File: config.mk
export PLATFORM = sky130hd
export DESIGN_NAME = fft_ctrl_flat
export DESIGN_NICKNAME = d
export VERILOG_FILES = /design/src/rtl/fft_ctrl_if.sv /design/src/rtl/fft_ctrl.sv /design/src/flat_wrapper.sv
export SDC_FILE = /design/constraint.sdc
export NUM_CORES = 1
export LEC_CHECK = 0
export BUFFER_PORTS_ARGS = -buffer_cell sky130_fd_sc_hd__buf_2
export CELL_PAD_IN_SITES_DETAIL_PLACEMENT = 0
export CELL_PAD_IN_SITES_GLOBAL_PLACEMENT = 2
export CORE_MARGIN = 10
export CORE_UTILIZATION = 37
export CTS_CLUSTER_DIAMETER = 50
export CTS_CLUSTER_SIZE = 25
export DETAILED_ROUTE_END_ITERATION = 10
export PLACE_DENSITY_LB_ADDON = 0.1
export SLEW_MARGIN = 20
export SYNTH_ARGS = -nofsm -noshare
export SYNTH_HDL_FRONTEND = slang
export SYNTH_SLANG_ARGS = --single-unit
File: constraint.sdc
create_clock -name clk -period 3.4 [get_ports clk]
set_clock_uncertainty 0.05 [all_clocks]
set_input_delay 0.34 -clock clk [delete_from_list [all_inputs] [get_ports clk]]
set_output_delay 0.34 -clock clk [all_outputs]
set_load 0.02 [all_outputs]
File: src/rtl/fft_ctrl_if.sv
// Index/strobe bundle between fft_ctrl and the address LUT / butterfly datapath.
// FFT_CTRL_STALL_EN adds the stall input.
interface fft_ctrl_if;
  logic       start;
  logic [1:0] stage;
  logic [2:0] butterfly;
  logic       rd_en;
  logic       wr_en;
  logic [1:0] wr_stage;
  logic [2:0] wr_butterfly;
  logic       busy;
  logic       done;
`ifdef FFT_CTRL_STALL_EN
  logic       stall;
`endif

  modport master (
`ifdef FFT_CTRL_STALL_EN
    input  stall,
`endif
    input  start,
    output stage, butterfly, rd_en, wr_en, wr_stage, wr_butterfly, busy, done
  );

  modport slave (
`ifdef FFT_CTRL_STALL_EN
    output stall,
`endif
    output start,
    input  stage, butterfly, rd_en, wr_en, wr_stage, wr_butterfly, busy, done
  );
endinterface

File: src/rtl/fft_ctrl.sv
// Sequencer for the in-place radix-2 16-point FFT: 4 stages x 8 butterflies, tag pipeline
// matched to BF_LAT. Optional freeze input enabled by defining FFT_CTRL_STALL_EN.
module fft_ctrl #(
  parameter int BF_LAT = 3
) (
  input  logic       clk,
  input  logic       rst,
  fft_ctrl_if.master bus
);

  typedef enum logic [1:0] {IDLE, READ, DRAIN, FIN} state_t;

  typedef struct packed {
    logic       vld;
    logic [1:0] stage;
    logic [2:0] bf;
  } tag_t;

  localparam int              CW    = 4;
  localparam logic [CW-1:0]   DLAST = CW'(BF_LAT - 1);

  state_t          state_q;
  logic [1:0]      stage_q;
  logic [2:0]      bf_q;
  logic [CW-1:0]   dcnt_q;
  logic            rd_en_q, busy_q, done_q;
  logic            adv;

  tag_t [BF_LAT-1:0] pipe_q, pipe_d;

`ifdef FFT_CTRL_STALL_EN
  assign adv = ~bus.stall;
`else
  assign adv = 1'b1;
`endif

  // Everything (FSM, counters, tags) freezes when adv is low.
  always_ff @(posedge clk) begin
    if (rst) begin
      state_q <= IDLE;
      stage_q <= '0;
      bf_q    <= '0;
      dcnt_q  <= '0;
      rd_en_q <= 1'b0;
      busy_q  <= 1'b0;
      done_q  <= 1'b0;
    end else if (adv) begin
      unique case (state_q)
        IDLE: begin
          done_q <= 1'b0;
          if (bus.start) begin
            state_q <= READ;
            stage_q <= '0;
            bf_q    <= '0;
            rd_en_q <= 1'b1;
            busy_q  <= 1'b1;
          end
        end
        READ: begin
          if (bf_q == 3'd7) begin
            state_q <= DRAIN;
            rd_en_q <= 1'b0;
            dcnt_q  <= '0;
          end else begin
            bf_q <= bf_q + 3'd1;
          end
        end
        DRAIN: begin
          // Last drain cycle coincides with the stage's final write-back.
          if (dcnt_q == DLAST) begin
            if (stage_q == 2'd3) begin
              state_q <= FIN;
              stage_q <= '0;
              bf_q    <= '0;
              busy_q  <= 1'b0;
              done_q  <= 1'b1;
            end else begin
              state_q <= READ;
              stage_q <= stage_q + 2'd1;
              bf_q    <= '0;
              rd_en_q <= 1'b1;
            end
          end else begin
            dcnt_q <= dcnt_q + CW'(1);
          end
        end
        FIN: begin
          state_q <= IDLE;
          done_q  <= 1'b0;
        end
        default: state_q <= IDLE;
      endcase
    end
  end

  always_comb begin
    pipe_d    = '0;
    pipe_d[0] = '{vld: rd_en_q, stage: stage_q, bf: bf_q};
    for (int i = 1; i < BF_LAT; i++) pipe_d[i] = pipe_q[i-1];
  end

  always_ff @(posedge clk) begin
    if (rst)      pipe_q <= '0;
    else if (adv) pipe_q <= pipe_d;
  end

  assign bus.stage        = stage_q;
  assign bus.butterfly    = bf_q;
  assign bus.rd_en        = rd_en_q & adv;
  assign bus.wr_en        = pipe_q[BF_LAT-1].vld & adv;
  assign bus.wr_stage     = pipe_q[BF_LAT-1].stage;
  assign bus.wr_butterfly = pipe_q[BF_LAT-1].bf;
  assign bus.busy         = busy_q;
  assign bus.done         = done_q & adv;

endmodule

File: src/flat_wrapper.sv
// flat-port wrapper written by rule: the top's interface ports become plain ports
module fft_ctrl_flat 
#(
  parameter int BF_LAT = 3
)
  (clk, rst, bus_start, bus_stage, bus_butterfly, bus_rd_en, bus_wr_en, bus_wr_stage, bus_wr_butterfly, bus_busy, bus_done);
  fft_ctrl_if bus_i ();
  input  logic clk;
  input  logic rst;
  input wire logic [$bits(bus_i.start)-1:0] bus_start;
  output wire logic [$bits(bus_i.stage)-1:0] bus_stage;
  output wire logic [$bits(bus_i.butterfly)-1:0] bus_butterfly;
  output wire logic [$bits(bus_i.rd_en)-1:0] bus_rd_en;
  output wire logic [$bits(bus_i.wr_en)-1:0] bus_wr_en;
  output wire logic [$bits(bus_i.wr_stage)-1:0] bus_wr_stage;
  output wire logic [$bits(bus_i.wr_butterfly)-1:0] bus_wr_butterfly;
  output wire logic [$bits(bus_i.busy)-1:0] bus_busy;
  output wire logic [$bits(bus_i.done)-1:0] bus_done;
  assign bus_i.start = bus_start;
  assign bus_stage = bus_i.stage;
  assign bus_butterfly = bus_i.butterfly;
  assign bus_rd_en = bus_i.rd_en;
  assign bus_wr_en = bus_i.wr_en;
  assign bus_wr_stage = bus_i.wr_stage;
  assign bus_wr_butterfly = bus_i.wr_butterfly;
  assign bus_busy = bus_i.busy;
  assign bus_done = bus_i.done;
  fft_ctrl #(.BF_LAT(BF_LAT)) u_core (.clk(clk), .rst(rst), .bus(bus_i));
endmodule
Word-level counts from Yosys, hierarchy flattened
Cells that the tools add are included.
{"block": "classes", "add_sub_neg": 3, "multipliers": 0, "div": 0, "magnitude_cmp": 0, "n_eq_ne": 13, "shift": 0, "n_mux": 27, "bitwise_logic": 0, "reduce_logical": 13}
{"cell": "$mux W2", "count": 7}
{"cell": "$reduce_and A3 Y1", "count": 4}
{"cell": "$mux W3", "count": 3}
{"cell": "$pmux W3 S3", "count": 1}
{"cell": "$mux W1", "count": 8}
{"cell": "$mux W4", "count": 2}
{"cell": "$ne A2 B2 Y1 const B", "count": 4}
{"cell": "$pmux W2 S4", "count": 1}
{"cell": "$pmux W4 S2", "count": 1}
{"cell": "$reduce_and A4 Y1", "count": 2}
{"cell": "$eq A2 B2 Y1 const B", "count": 3}
{"cell": "$ne A2 B1 Y1 const B", "count": 3}
{"cell": "$reduce_bool A2 Y1", "count": 3}
{"cell": "$reduce_and A5 Y1", "count": 1}
{"cell": "$add A4 B1 Y4 const B", "count": 1}
{"cell": "$eq A4 B2 Y1 const B", "count": 1}
{"cell": "$pmux W1 S2", "count": 2}
{"cell": "$pmux W2 S2", "count": 1}
{"cell": "$add A3 B1 Y3 const B", "count": 1}
{"cell": "$eq A3 B3 Y1 const B", "count": 1}
{"cell": "$pmux W1 S3", "count": 1}
{"cell": "$reduce_bool A3 Y1", "count": 1}
{"cell": "$add A2 B1 Y2 const B", "count": 1}
{"cell": "$eq A2 B1 Y1 const B", "count": 1}
{"cell": "other kinds (2)", "count": 2}
{"block": "word_totals", "regBits": 32, "latch_bits": 0, "ramBits": 0, "mem_bits_ro": 0, "inputBits": 3, "out_inout_bits": 14, "wordCells": 72, "mem_count": 0}

Longest topological paths before layout
{"block": "depth", "ltp_word": 4, "mapped_depth": 7}

Least setup slack after synthesis
OpenSTA, ideal clock, no wires.
{"block": "synth_path", "path_kind": "flip-flop to flip-flop", "start": "register u_core.dcnt_q[0]", "end": "register u_core.dcnt_q[3]", "arrival_ps": 1639, "setup_slack_ps": 1640, "path_stages_with_launch": 7, "path_buffers": 0, "synth_period_minus_slack_ps": 1760, "path_cell_list": "dfxtp_1 > inv_1 > ha_1 > nor3b_4 > a211o_1 > or4_1 > a21oi_1"}
{"block": "synth_via", "elab_chain_cells": 3, "elab_cells_between_ends": 6}
{"element": "start, declared", "line": "fft_ctrl.sv:25", "rtl": "logic [CW-1:0] dcnt_q;"}
{"element": "start signal, assigned", "line": "fft_ctrl.sv:84", "rtl": "dcnt_q <= dcnt_q + CW'(1);"}
{"element": "$add A4 B1 Y4 / $eq A4 B2 Y1 (equally long branches)", "line": "fft_ctrl.sv:84, fft_ctrl.sv:70"}
{"element": "$mux W4 / $ne A2 B2 Y1 (equally long branches)"}
{"element": "$pmux W4 S2 / $reduce_and A3 Y1 (equally long branches)"}
Several ways; a longest one is shown, not always the timed one. The select of a mux whose other input is x is not followed.
A chain may end at the register's enable or synchronous reset.

Worst setup path after layout
{"block": "layout_path", "start": "register u_core.state_q[0]", "end": "register u_core.dcnt_q[3]"}
{"block": "layout_via", "elab_chain_cells": 3, "elab_cells_between_ends": 7}
{"element": "start, declared", "line": "fft_ctrl.sv:22", "rtl": "state_t state_q;"}
{"element": "start signal, assigned", "line": "fft_ctrl.sv:40", "rtl": "state_q <= IDLE;"}
{"element": "start signal, assigned", "line": "fft_ctrl.sv:52", "rtl": "state_q <= READ;"}
{"element": "start signal, assigned", "line": "fft_ctrl.sv:61", "rtl": "state_q <= DRAIN;"}
{"element": "$eq A2 B2 Y1 / $eq A2 B1 Y1 (equally long branches)", "line": "fft_ctrl.sv:48", "rtl": "unique case (state_q)"}
{"element": "$ne A2 B2 Y1 (no line), or another cell as far along"}
{"element": "$reduce_and A3 Y1 (no line)"}
Several ways; a longest one is shown, not always the timed one.

==> results.toml <==
[clock_tree]
clk_path_buf_depth = 2
number_of_gates_resized_after_cts = 0
cts_hold_buf = 0
clock_latency_ns = 0.33
number_of_buffers_added_by_the_clock_tree_synthesis_step = 5
cts.htree.levels = 2
clkSlewWorstSetupHoldPaths_ns = 0.10
tritoncts = "built"
post_cts.repair.setup_buffers = 0
clock-root-buffer = "sky130_fd_sc_hd__clkbuf_4"
clock-sinks = 32

[power]
p_leak_nw = 0.6481
ir_drop_mv = 0.2490
post-layout-total-power_mw = 1.005
power_density_nw_per_um2 = 682.9

[floorplanning]
design.portCount = 17
starting_utilization_of_the_core_area_pct = 38.43
die_x_um = 79.11
die-height_um = 79.11
floorplan.die_area_um2 = 6258
core_um2 = 3363
placement_rows = 21

[synthesis]
synth-async-reset-ratio_pct = 0
synthMostInstantiatedCell = "sky130_fd_sc_hd__dfxtp_1"
postSynthNetCount = 144
synth_flop_cell = "sky130_fd_sc_hd__dfxtp_1"
synth_top_cells_by_area = "sky130_fd_sc_hd__dfxtp_1, sky130_fd_sc_hd__ha_1, sky130_fd_sc_hd__nor2b_1"
syn_area_per_cell_um2 = 9.792
postSynthRegisterBits = 32
synth.distinct_cells = 30
synth.cell_area_um2 = 1292
synth_edf_count = 0
fraction_of_synthesized_cell_area_taken_by_the_top_area_cell_type_pct = 49.56
synth_common_cells = "sky130_fd_sc_hd__dfxtp_1, sky130_fd_sc_hd__nor2b_1, sky130_fd_sc_hd__nor2_1"
synth_area_leader_cell = "sky130_fd_sc_hd__dfxtp_1"
postSynthCellCount = 132
yosysWarningCount = 0
seq_area_frac_synth_pct = 49.56

[worst_setup_path]
worst-path-max-fanout = 11
worst_r2r_endpoint = "u_core.dcnt_q[3]"
cp_num_buf_inv = 1
timing.critical_path.arrival_ns = 2.17
startpoint_type = "flip-flop"
endpoint_kind = "flip-flop"
cpMaxStageDelayCell = "sky130_fd_sc_hd__or4_1"
cpPeakStageDelay_ns = 0.46
length_in_cells_of_the_worst_reg_to_reg_path = 6
timing.critical_path.cells = "inv_1, ha_1, nor2_1, a211o_1, or4_1, a21oi_1"
worst_path_dominant_cell_family = "simple AND/OR/NAND/NOR gates"
timing.setup.critical_path_class = "reg2reg"
reg2reg_slack_ns = 1.44
crit-reg2reg-launch = "u_core.state_q[0]"
cp_data_required_time_ns = 3.61

[final_layout]
layout_cells_sized_above_1_pct = 19.05
flow.area_growth_from_synthesis_pct = 13.84
finish.cell_count_without_fillers = 193
num-nets-final = 158
num_antenna_cells = 0
final_util_pct = 43.75
stdcell_area_um2 = 1471

[global_routing]
grt_first_pass_wirelength_um = 3988
gr-usage-all-layers_pct = 7.963
grt_max_degree = 33
vias_in_the_first_global_route = 923
globalRoute.totalOverflow = 0
antenna_found_initial = 0

[hold_path]
hold-path-cell-count = 5
type_of_the_worst_min_delay_path = "in2reg"
holdPathEnd = "u_core.bus.busy"
timing.hold.worst.start = "bus_start"

[timing]
final_max_slew_viol_count = 0
unrepaired_setup_endpoints_after_global_routing = "no"
slew-limit-headroom_pct = 63.13
finalHoldViolCount = 0
final_period_minus_worst_setup_slack_ns = 1.965
timing.fmax_mhz = 509.0
final-setup-viol-count = 0
fin_tns_setup_ns = 0
tightest_slew_ns = 0.5497
finalCritPeriodShare_pct = 57.79
final_critical_path_setup_slack_ns = 1.435
final.hold.worst_slack_ns = 0.3291

[place]
dpl.cell_count = 185
detailedPlace.worstSlack_ns = 1.447
gp_congestion = 0.7412
placed_cell_area_um2 = 1376
place.port_buffers = 16
dp_hpwl_um = 1607

[routing]
drcViolationCount = 0
num_vias = 884
drt.antenna.violating_nets = 0
drt_pass1_iterations = 4
route.detailed.wl_per_inst_um = 11.49
drt_iter0_drc = 15
avgViaCountPerCell = 4.580
detail_route.wirelength_um = 2218

[outcome]
status = "complete, no violations"

[run]
timing.max_cap.violations = 0
==> metal layers <==
metal	up-vias	global-route usage [%]	routed length, µm
met2	15	12.23	972
met3	6	4.505	179
met4	0	4.301	53
met1	395	8.508	1013
met5	-	0	0
li1	468	-	-
==> placed cells by master (no fill, tap or decap), drive strengths merged <==
cell	instances
bufinv	1
nor3	1
and2	1
nor2	10
inv	9
o32ai	2
o22ai	1
nand3	3
clkbuf	7
buf	16
nand2	2
or2	1
a221oi	1
dfxtp	32
mux2	1
o21ai	8
a21oi	7
nor3b	1
o41ai	1
ha	9
nand4	1
nand2b	7
nand4b	1
or3	1
nor2b	16
a211o	1
mux2i	2
or4	2
a211oi	2
==> how the worst max path moves through the flow <==
| stage | from | end | slack (ns) | depth (start not counted) |
|---|---|---|---|---|
| finish | u_core.state_q[0] | u_core.dcnt_q[3] | 1.44 | 6 |
| global route | u_core.state_q[0] | u_core.dcnt_q[3] | 1.23 | 6 |
| CTS | u_core.state_q[0] | u_core.dcnt_q[3] | 1.42 | 6 |
| detailed placement | u_core.state_q[0] | u_core.dcnt_q[3] | 1.45 | 6 |
| global placement | u_core.state_q[0] | u_core.dcnt_q[3] | 1.52 | 6 |
| floorplan | u_core.dcnt_q[0] | u_core.dcnt_q[3] | 1.64 | 6 |
==> logic make-up after synthesis <==
family                   count (synthesis)  synth area share [%]
AO/OA/AOI/OAI                           23                 11.13
adder cells (fa/ha/maj)                  9                 8.713
buffers and inverters                   18                 6.776
flip-flops                              32                 49.56
multiplexers                             3                 2.420
AND/OR/NAND/NOR                         47                 21.40
==> where the power goes <==
group / internal (mW) / switching, mW / total (mW)
registers: 0.406 / 0.0183 / 0.425
logic: 0.101 / 0.159 / 0.261
clock network: 0.195 / 0.124 / 0.319
total: 0.703 / 0.302 / 1.00
==> layout make-up <==
| type | count | area, µm² |
|---|---|---|
| Clock buffer | 7 | 65.06 |
| Clock inverter | 1 | 30.03 |
| Fill cell | 363 | 1892 |
| Inverter | 9 | 33.78 |
| Multi-Input combinational cell | 82 | 564.3 |
| Sequential cell | 32 | 640.6 |
| Tap cell | 46 | 57.56 |
| Timing Repair Buffer | 16 | 80.08 |
==> worst register-to-register path, delay by kind of cell (launching register included) <==
family | cells | cell delay, ns
AOI/OAI and AO/OA | 2 | 0.46
adders and majority gates | 1 | 0.37
buffers and inverters | 1 | 0.11
DFF | 1 | 0.34
and+or+nand+nor | 2 | 0.57
==> registers in the layout, indices dropped and copies added, names as in the netlist <==
register                 count
u_core.pipe_d               12
u_core.bus.rd_en             1
u_core.bus.busy              1
u_core.bus.done              1
u_core.bus.wr_butterfly      3
u_core.dcnt_q                4
u_core.state_q               2
u_core.bus.stage             2
u_core.bus.butterfly         3
u_core.bus.wr_stage          2
u_core.bus.wr_en             1
Note: power is estimated with default switching activity, not from simulation.
